File: src/rtl/uart_pkg.sv
// -----------------------------------------------------------------------------
// uart_pkg
// Shared UART definitions used by both the receiver and the transmitter:
//   - DATA_BITS     : number of payload bits per frame
//   - rx_state_t    : receiver FSM state encoding
//   - clks_per_bit(): baud divider, system clocks per serial bit
// -----------------------------------------------------------------------------
package uart_pkg;

    localparam int DATA_BITS = 8;

    typedef enum logic [2:0] {
        IDLE,
        START,
        DATA,
        PARITY,
        STOP,
        WAIT_IDLE
    } rx_state_t;

    // Integer division: any fractional remainder becomes a small, fixed rate
    // error that the mid-bit sampling absorbs.
    function automatic int clks_per_bit(input int clk_hz, input int baud);
        return clk_hz / baud;
    endfunction

endpackage

File: src/rtl/sync_2ff.sv
// -----------------------------------------------------------------------------
// sync_2ff
// Two-flop synchronizer for a single asynchronous input.
// Ports:
//   clk   in  system clock
//   reset in  asynchronous active-high reset
//   d     in  asynchronous input
//   q     out synchronized output (two clocks of latency)
// Parameter RESET_VAL sets what both flops hold in reset, so that the
// downstream logic sees an inactive level until the line is really sampled.
// -----------------------------------------------------------------------------
module sync_2ff #(
    parameter logic RESET_VAL = 1'b1
) (
    input  logic clk,
    input  logic reset,
    input  logic d,
    output logic q
);

    logic meta;

    // First flop may go metastable; the second gives it a full cycle to settle.
    always_ff @(posedge clk or posedge reset) begin
        if (reset) begin
            meta <= RESET_VAL;
            q    <= RESET_VAL;
        end else begin
            meta <= d;
            q    <= meta;
        end
    end

endmodule

File: src/rtl/uart_rx.sv
// -----------------------------------------------------------------------------
// uart_rx
// UART receiver, 8N1 by default (8E1 when UART_RX_PARITY_EN is defined).
// Samples the asynchronous RxD line at mid-bit and presents each good byte
// with a one-cycle valid strobe.
// Ports:
//   clk        in  system clock
//   reset      in  asynchronous active-high reset
//   RxD        in  serial line, idle high, asynchronous to clk
//   data       out last correctly received byte (holds until the next one)
//   valid      out one-cycle pulse when data updates
//   frame_err  out one-cycle pulse when the stop bit samples 0
//   parity_err out one-cycle pulse on even-parity mismatch (0 without macro)
//   busy       out high from start-bit detection until return to IDLE
// Configuration macro: UART_RX_PARITY_EN
// -----------------------------------------------------------------------------
module uart_rx
    import uart_pkg::*;
#(
    parameter int CLK_HZ = 100_000_000,
    parameter int BAUD   = 9600
) (
    input  logic                 clk,
    input  logic                 reset,
    input  logic                 RxD,
    output logic [DATA_BITS-1:0] data,
    output logic                 valid,
    output logic                 frame_err,
    output logic                 parity_err,
    output logic                 busy
);

    localparam int CLKS_PER_BIT = clks_per_bit(CLK_HZ, BAUD);
    localparam int CNT_W        = (CLKS_PER_BIT > 1) ? $clog2(CLKS_PER_BIT) : 1;
    localparam int IDX_W        = $clog2(DATA_BITS);

    localparam logic [CNT_W-1:0] HALF_LOAD = CNT_W'(CLKS_PER_BIT / 2 - 1);
    localparam logic [CNT_W-1:0] FULL_LOAD = CNT_W'(CLKS_PER_BIT - 1);
    localparam logic [IDX_W-1:0] LAST_IDX  = IDX_W'(DATA_BITS - 1);

    logic                 rxs;
    rx_state_t            state;
    logic [CNT_W-1:0]     cnt;
    logic [IDX_W-1:0]     bit_idx;
    logic [DATA_BITS-1:0] shift_reg;

`ifdef UART_RX_PARITY_EN
    logic                 par_flag;
`endif

    // Line idles high, so the synchronizer resets to 1 to avoid a false start.
    sync_2ff #(
        .RESET_VAL (1'b1)
    ) u_sync (
        .clk   (clk),
        .reset (reset),
        .d     (RxD),
        .q     (rxs)
    );

    // Receiver FSM. cnt counts down to the next mid-bit sample point; the
    // half-bit load in IDLE moves every later sample to the centre of a bit.
    // The status strobes default low each cycle so they are exactly one wide.
    always_ff @(posedge clk or posedge reset) begin
        if (reset) begin
            state      <= IDLE;
            cnt        <= '0;
            bit_idx    <= '0;
            shift_reg  <= '0;
            data       <= '0;
            valid      <= 1'b0;
            frame_err  <= 1'b0;
            busy       <= 1'b0;
`ifdef UART_RX_PARITY_EN
            par_flag   <= 1'b0;
            parity_err <= 1'b0;
`endif
        end else begin
            valid     <= 1'b0;
            frame_err <= 1'b0;
`ifdef UART_RX_PARITY_EN
            parity_err <= 1'b0;
`endif
            case (state)
                IDLE: begin
                    if (!rxs) begin
                        cnt   <= HALF_LOAD;
                        busy  <= 1'b1;
                        state <= START;
                    end
                end

                // A start bit that is high again at its centre was a glitch.
                START: begin
                    if (cnt != '0) begin
                        cnt <= cnt - 1'b1;
                    end else if (rxs) begin
                        busy  <= 1'b0;
                        state <= IDLE;
                    end else begin
                        cnt     <= FULL_LOAD;
                        bit_idx <= '0;
`ifdef UART_RX_PARITY_EN
                        par_flag <= 1'b0;
`endif
                        state   <= DATA;
                    end
                end

                DATA: begin
                    if (cnt != '0) begin
                        cnt <= cnt - 1'b1;
                    end else begin
                        shift_reg[bit_idx] <= rxs;
                        cnt                <= FULL_LOAD;
                        if (bit_idx == LAST_IDX) begin
`ifdef UART_RX_PARITY_EN
                            state <= PARITY;
`else
                            state <= STOP;
`endif
                        end else begin
                            bit_idx <= bit_idx + 1'b1;
                        end
                    end
                end

`ifdef UART_RX_PARITY_EN
                // Even parity: the parity bit equals the XOR of the data bits.
                PARITY: begin
                    if (cnt != '0) begin
                        cnt <= cnt - 1'b1;
                    end else begin
                        par_flag <= (rxs != (^shift_reg));
                        cnt      <= FULL_LOAD;
                        state    <= STOP;
                    end
                end
`endif

                // A low stop bit may be a break; WAIT_IDLE keeps it from
                // being re-detected as a stream of new start bits.
                STOP: begin
                    if (cnt != '0) begin
                        cnt <= cnt - 1'b1;
                    end else if (rxs) begin
                        busy  <= 1'b0;
                        state <= IDLE;
`ifdef UART_RX_PARITY_EN
                        if (par_flag) begin
                            parity_err <= 1'b1;
                        end else begin
                            data  <= shift_reg;
                            valid <= 1'b1;
                        end
`else
                        data  <= shift_reg;
                        valid <= 1'b1;
`endif
                    end else begin
                        frame_err <= 1'b1;
                        state     <= WAIT_IDLE;
                    end
                end

                WAIT_IDLE: begin
                    if (rxs) begin
                        busy  <= 1'b0;
                        state <= IDLE;
                    end
                end

                default: begin
                    busy  <= 1'b0;
                    state <= IDLE;
                end
            endcase
        end
    end

`ifndef UART_RX_PARITY_EN
    assign parity_err = 1'b0;
`endif

endmodule
File: config.mk
export PLATFORM = sky130hd
export DESIGN_NAME = uart_rx
export DESIGN_NICKNAME = d
export VERILOG_FILES = /design/src/rtl/uart_pkg.sv /design/src/rtl/sync_2ff.sv /design/src/rtl/uart_rx.sv
export SDC_FILE = /design/constraint.sdc
export NUM_CORES = 1
export LEC_CHECK = 0
export CAP_MARGIN = 5
export CORE_ASPECT_RATIO = 2
export CORE_MARGIN = 1
export CORE_UTILIZATION = 50
export DETAILED_ROUTE_END_ITERATION = 6
export DONT_BUFFER_PORTS = 1
export GPL_TIMING_DRIVEN = 0
export MAX_ROUTING_LAYER = met4
export PLACE_DENSITY = 0.69
export RECOVER_POWER = 50
export SYNTH_ARGS = -nofsm -noshare
export SYNTH_HDL_FRONTEND = slang
export SYNTH_SLANG_ARGS = --single-unit
File: constraint.sdc
create_clock -name clk -period 2.4 [get_ports clk]
set_clock_uncertainty 0.15 [all_clocks]
set_input_delay 0.24 -clock clk [delete_from_list [all_inputs] [get_ports clk]]
set_output_delay 0.24 -clock clk [all_outputs]
set_load 0.02 [all_outputs]
==> summary.md, run 1 <==
| Metric | Value |
|---|---|
| Run status | complete, but fails checks |
| Violations in the final reports | max-capacitance violations, max-slew violations |
| Arrival time worst endpoint | 2.38 ns |
| Final cell count without fillers | 274 |
| TritonCTS clock tree | yes |
| Count of synthesis-stage warnings from yosys | 0 |
| Ratio of routed vias to standard cells | 6.16 |
| Async SR Flop Fraction | 100% |
| Avg Cell Area, Syn | 10.6 um^2 |
| Unrepaired setup endpoints after global routing | yes |
| Routed length per placed instance | 17.8 um |
| Relative area change from synthesis to final layout | 14.3% |
| Share of total power in sequential cells | 59.9% |
| Crit-path max FO | 8 |
| Final sum of negative setup slack | 0 ns |
| Timing-limited maximum frequency | 425 MHz |
| Floorplan die height | 95.6 um |
| Gr ovfl total | 0 |
| Number of synthesized register bits | 41 |
| Proportion of synthesized chip area in sequential cells | 47.0% |
| Pre-CTS setup slack | -0.151 ns |
| Switching part of the total | 22.6% |
| Cell area power density | 464 nW/um^2 |
| Final-report hold violation count | 0 |
| Count of flip-flops with a built-in enable after synthesis | 0 |
| Crit path setup slack, layout | 0.0452 ns |
| Required time worst endpoint | 2.43 ns |
| Vias | 1687 |
| Slew of the pin with the lowest slew margin | 1.54 ns |
| Type of the worst setup path | flip-flop to flip-flop |
| Post-detailed-route count of antenna-violating nets | 0 |
| Core Region | 4130 um^2 |
| Cells after synthesis | 206 |
| Max reg flops | 14 |
| Top cell type by total area after synthesis | dfrtp_1 |
| Global-route wire length before repair | 8200 um |
| Slew HR | -2.47% |
| Most used standard cell by instance count after synthesis | dfrtp_1 |
| Pleak | 1.11 nW |
| Antenna violations before repair | 0 |
| Fraction of synthesized cell area taken by the top area cell type | 44.6% |
| CTS H-tree lvls | 2 |
| Starting density of the core | 53.0% |
| Clock sink count | 41 |
| Combined area of the multi-input logic cells | 1160 um^2 |
| Net switching power of the design | 0.000263 W |
| Most numerous cell types in the synthesized netlist | 39 x dfrtp_1, 19 x mux2_2, 18 x nor2_1, 13 x nand2_1, 13 x o21ai_0 |
| Later-pin clock latency in the skew report | 0.29 ns |
| Number of nets in the finished design | 228 |
| Number of slew-limit violations in the final report | 42 |
| Via count of the first global-routing pass | 1782 |
| Detailed placement HPWL | 3460 um |
| Post-route DRC | 0 |
| Dominant cells by area after synthesis | dfrtp_1 45%, mux2_2 9.8%, nor2_1 3.1% |
| Total CTS buffers | 5 |
| Reg clk slew, reported paths | 0.08 ns |
| Final routed wirelength across all metal layers | 4880 um |
| Netlist area before placement | 2190 um^2 |
| Global Route Usage Sum | 23.6% |
| Worst hold margin | 0.207 ns |
| Clock root buffer | clkbuf_8 |
| HP Class | flip-flop to flip-flop |
| Combinational cell fraction of total power | 2.1% |
| Number of nets in the synthesized netlist | 213 |
| Number of diodes added for antenna fixing | 0 |
| Io pins | 15 |
| Die area | 4660 um^2 |
| Number of library cell types mapped by synthesis | 50 |
| Die boundary width | 48.8 um |
| Worst Setup End Kind | flip-flop |
| Max Cap Viol | 1 |
| DP Cell Count | 258 |
| Share of final-layout standard cells stronger than drive strength 1 | 26.6% |
| GPL Wtd Cong | 0.894 |
| Worst IR drop on VDD | 418 uV |
| Relative contribution of the clock network to total power | 38.0% |
| Buffer depth of the longest clock path | 2 |
| Final setup violation count | 0 |
| Site Rows | 33 |
| Startpoint class of the critical path | flip-flop |
| First drt pass iteration count | 5 |
| Internal cell power | 0.000899 W |
| Pin count of the biggest net entering global routing | 42 |
| Period utilization | 98.1% |
| Count of input and output buffers | 0 |
| Main synth FF type | dfrtp_1 |
| Sequential Area | 1030 um^2 |
| Min Clock Period, post-route | 2.35 ns |
| Number of filler instances in the final layout | 338 |
| DRT iter0 DRCs | 50 |
-- worst max-delay path, cell delays in order, from the launching register on --
cell	delay, ns
dfrtp_1	0.38
buf_4	0.17
nor4_4	0.40
nand4_4	0.19
or3_4	0.42
nor3b_4	0.22
mux2_4	0.31
-- metrics by stage --
step	util [%]	instance area (um^2)	total power, W
2_1_floorplan	-	2190	0.000725
3_3_place_gp	54.6	2250	0.000730
3_5_place_dp	54.6	2250	0.000731
4_1_cts	58.1	2400	0.00118
5_1_grt	60.6	2500	0.00120
6_report	60.6	2500	0.00116
-- kinds of logic (layout without fill, tap and decap cells) --
kind of cell | count (synthesis) | after routing | synth area share [%]
xor+xnor | 1 | 1 | 0.400
simple gates | 73 | 73 | 20.9
buf+inv | 17 | 33 | 3.43
mux | 20 | 20 | 10.2
flops | 41 | 41 | 47.0
other cells | 1 | 1 | 0.171
compound gates | 48 | 48 | 15.2
fa+ha+maj | 5 | 5 | 2.74
-- layer usage --
metal	GRT usage, %	part of all wire (%)	up-vias
met4	13.2	2.9	0
met2	44.9	58	52
met5	-	0	-
li1	-	-	784
met1	22.8	36	837
met3	2.23	2.6	14
-- final timing paths --
path	start	end	slack (ns)	cells past startpoint
worst max-delay path	cnt[2]$_DFFE_PP0P_	shift_reg[2]$_DFFE_PP0P_	0.05	6
worst min-delay path	u_sync.meta$_DFF_PP1_	u_sync.q$_DFF_PP1_	0.21	0
worst max register to register	cnt[2]$_DFFE_PP0P_	shift_reg[2]$_DFFE_PP0P_	0.05	6
worst min register to register	u_sync.meta$_DFF_PP1_	u_sync.q$_DFF_PP1_	0.21	0
max in group asynchronous	reset	data[6]$_DFFE_PP0P_	0.49	2
min in group asynchronous	reset	busy$_DFFE_PP0P_	0.70	2
-- timing repair --
action                                  CTS  global route
endpoints found under the setup margin   15            21
resized for setup                         3            18
buffers inserted                          3             3
endpoints found under the hold margin    40             0
hold buffers                              2             0
pin swaps                                 2             6
-- final cells by class --
class / instances / area share, %
Buffer: 11 / 2.60
Sequential cell: 41 / 41.1
Clock inverter: 3 / 0.700
Multi-Input combinational cell: 148 / 46.3
Clock buffer: 5 / 2.75
Tap cell: 52 / 2.60
Timing Repair Buffer: 8 / 3.10
Inverter: 6 / 0.900
-- power groups by stage --
stage	Clock, W	Combinational [W]	Sequential (W)
5_1_grt	0.000476	0.0000280	0.000696
3_5_place_dp	0	0.0000224	0.000709
4_1_cts	0.000456	0.0000251	0.000695
2_1_floorplan	0	0.0000168	0.000708
6_report	0.000442	0.0000243	0.000695
3_3_place_gp	0	0.0000214	0.000709
-- layout by cell type (no fill, tap or decap), drive strengths merged, types with 3 or more instances in the layout --
master  count
ha          4
nand2      14
nand3b      3
a22o        4
a21oi       8
nor3b       4
nor3       10
a31oi       3
and4        3
nor2       18
dfrtp      39
o31a        3
clkbuf     10
inv         6
o22a        3
nor2b       3
buf        12
o21ai      13
nor4        5
mux2       19
and3        3
o31ai       4
No activity file was read; power rests on OpenSTA's default activity.
==> run 2, diff against run 1 <==
Settings changed: CAP_MARGIN 5 to unset, REMOVE_ABC_BUFFERS set to 1, SETUP_SLACK_MARGIN set to 0.3.
==> summary.md, run 2 (synthesis gave the netlist of run 1 again) <==
| Metric | Value |
|---|---|
| Run status | complete, no violations (was complete, but fails checks) |
| Io pins | 15 (unchanged) |
| Number of filler instances in the final layout | 306 (was 338) |
| Clock sink count | 41 (unchanged) |
| CTS H-tree lvls | 2 (unchanged) |
| Post-detailed-route count of antenna-violating nets | 0 (unchanged) |
| Largest incremental delay on the critical path | 0.44 ns (was 0.42 ns) |
| Cells along the critical path | nor4_4 > buf_4 > nand4_4 > or3_4 > nor3b_2 > mux2_4 (was buf_4 > nor4_4 > nand4_4 > or3_4 > nor3b_4 > mux2_4) |
| Number of nets in the finished design | 244 (was 228) |
| Pre-CTS setup slack | -0.527 ns (was -0.151 ns) |
| Cell type of the slowest stage on the worst timing path | dfrtp_2 (was or3_4) |
| Slew HR | 43.5% (was -2.47%) |
| First drt pass iteration count | 4 (was 5) |
| Post-route DRC | 0 (unchanged) |
| Type of the worst setup path | flip-flop to flip-flop (unchanged) |
| Site Rows | 33 (unchanged) |
| Crit-path max FO | 4 (was 8) |
| Switching part of the total | 23.0% (was 22.6%) |
| Global-route wire length before repair | 8740 um (was 8200 um) |
| Detailed placement HPWL | 3180 um (was 3460 um) |
| Total power after layout | 0.00117 W (was 0.00116 W) |
| Slew of the pin with the lowest slew margin | 0.847 ns (was 1.54 ns) |
| Pleak | 1.21 nW (was 1.11 nW) |
| Die boundary width | 48.8 um (unchanged) |
| Number of slew-limit violations in the final report | 0 (was 42) |
| Number of diodes added for antenna fixing | 0 (unchanged) |
| Top library cells by usage in the layout, fill and taps aside | 32 x dfrtp_1, 26 x buf_4, 14 x nor2_1, 13 x nand2_1 (was 39 x dfrtp_1, 17 x nor2_1, 17 x mux2_2, 13 x o21ai_0, 12 x nand2_1) |
| Buffering stage count on the worst path with inverters included | 1 (unchanged) |
| Most common cell after layout, fill and taps aside | dfrtp_1 (unchanged) |
| Later-pin clock latency in the skew report | 0.30 ns (was 0.29 ns) |
| GPL Wtd Cong | 0.917 (was 0.894) |
| Kind of cell adding the most delay to the critical path | simple AND/OR/NAND/NOR gates (unchanged) |
| Gr ovfl total | 0 (unchanged) |
| Worst Setup End Kind | flip-flop (unchanged) |
| Relative contribution of the clock network to total power | 38.2% (was 38.0%) |
| Arrival time worst endpoint | 2.30 ns (was 2.38 ns) |
| Routed length per placed instance | 19.8 um (was 17.8 um) |
| Startpoint class of the critical path | flip-flop (unchanged) |
| Ratio of routed vias to standard cells | 6.30 (was 6.16) |
| Core Region | 4130 um^2 (unchanged) |
| Pin count of the biggest net entering global routing | 42 (unchanged) |
| HP Class | flip-flop to flip-flop (unchanged) |
| Antenna violations before repair | 0 (unchanged) |
| DRT iter0 DRCs | 98 (was 50) |
| Global Route Usage Sum | 26.3% (was 23.6%) |
| Reg clk slew, reported paths | 0.08 ns (about the same) |
| Relative area change from synthesis to final layout | 25.8% (was 14.3%) |
| Max Cap Viol | 0 (was 1) |
| Combinational cell fraction of total power | 2.3% (was 2.1%) |
| Max reg flops | 14 (unchanged) |
| Clock root buffer | clkbuf_8 (unchanged) |
| Period utilization | 94.2% (was 98.1%) |
| Cell area power density | 424 nW/um^2 (was 464 nW/um^2) |
| Share of total power in sequential cells | 59.5% (was 59.9%) |
| Net switching power of the design | 0.000269 W (was 0.000263 W) |
| Crit path setup slack, layout | 0.140 ns (was 0.0452 ns) |
| Min Clock Period, post-route | 2.26 ns (was 2.35 ns) |
| Timing-limited maximum frequency | 442 MHz (was 425 MHz) |
| Buffer depth of the longest clock path | 2 (unchanged) |
| Worst hold margin | 0.207 ns (about the same) |
| Internal cell power | 0.000899 W (about the same) |
| Final routed wirelength across all metal layers | 5760 um (was 4880 um) |
| Unrepaired setup endpoints after global routing | yes (unchanged) |
| Worst IR drop on VDD | 472 uV (was 418 uV) |
| Vias | 1828 (was 1687) |
| Share of final-layout standard cells stronger than drive strength 1 | 41.2% (was 26.6%) |
| Starting density of the core | 53.0% (unchanged) |
| Final-report hold violation count | 0 (unchanged) |
| Floorplan die height | 95.6 um (unchanged) |
| Count of input and output buffers | 0 (unchanged) |
| Required time worst endpoint | 2.44 ns (was 2.43 ns) |
| Total CTS buffers | 5 (unchanged) |
| Via count of the first global-routing pass | 1780 (was 1782) |
| Die area | 4660 um^2 (unchanged) |
| TritonCTS clock tree | yes (unchanged) |
| Final setup violation count | 0 (unchanged) |
run 2: cell count changes in the layout (fill, tap and decap cells not counted), moves of 4 or more:
cell / delta
dfrtp_2: +7
clkbuf_1: -4
buf_6: +4
mux2_4: +9
mux2_2: -9
buf_4: +17
dfrtp_1: -7
run 2: layout make-up:
cell class                 count  area (um^2)  area share (%)
clock inverter                 3         17.5           0.636
tap                           52         65.1            2.36
timing repair buffer          34          277            10.0
multi-input combinational    149         1270            46.0
inverter                       6         22.5           0.817
clock buffer                   5         68.8            2.50
sequential                    41         1040            37.6
run 2: per-layer routing:
metal / up-vias / global-route usage [%] / routed length, um
met5: - / - / 0
met4: 0 / 18.1 / 385
met3: 35 / 4.78 / 243
met2: 71 / 49.2 / 3170
met1: 904 / 23.2 / 1960
li1: 818 / - / -
run 2: repair_timing:
item / in CTS / in global routing
pin swaps: 12 / 8
buffers inserted: 19 / 12
hold buffers: 2 / 0
endpoints found under the hold margin: 40 / 0
endpoints found under the setup margin: 33 / 33
gates cloned: 2 / 0
gates resized for setup: 40 / 12
run 2: worst reg2reg max path, delay by kind of cell (launching register included):
family / cells / cell delay (ns)
buf+inv: 1 / 0.17
flops: 1 / 0.44
mux: 1 / 0.31
simple gates: 4 / 1.08
run 2: through the flow:
| stage | cells | instance area, um^2 | TNS (ns) | utilization [%] |
|---|---|---|---|---|
| 4_1_cts | 278 | 2620 | 0 | 63.3 |
| 6_report | 290 | 2760 | 0 | 66.7 |
| 3_3_place_gp | 247 | 2200 | -3.67 | 53.3 |
| 3_5_place_dp | 247 | 2200 | -4.78 | 53.3 |
| 5_1_grt | 290 | 2760 | 0 | 66.7 |
| 2_1_floorplan | 195 | 2140 | 0 | - |
run 2: path summary, 6_finish.rpt:
path | to | depth (start not counted) | slack [ns] | from
max in group asynchronous | state[1]$_DFFE_PP0P_ | 2 | 1.09 | reset
worst min register to register | u_sync.q$_DFF_PP1_ | 0 | 0.21 | u_sync.meta$_DFF_PP1_
worst max-delay path | shift_reg[4]$_DFFE_PP0P_ | 6 | 0.14 | cnt[11]$_DFFE_PP0P_
worst max register to register | shift_reg[4]$_DFFE_PP0P_ | 6 | 0.14 | cnt[11]$_DFFE_PP0P_
min in group asynchronous | shift_reg[4]$_DFFE_PP0P_ | 2 | 0.42 | reset
worst min-delay path | u_sync.q$_DFF_PP1_ | 0 | 0.21 | u_sync.meta$_DFF_PP1_
run 2: power by group through the flow:
stage          Clock (W)  Combinational (W)  Sequential (W)
3_5_place_dp           0          0.0000183        0.000711
4_1_cts         0.000454          0.0000277        0.000695
2_1_floorplan          0          0.0000139        0.000709
5_1_grt         0.000482          0.0000314        0.000695
3_3_place_gp           0          0.0000176        0.000711
6_report        0.000446          0.0000271        0.000694
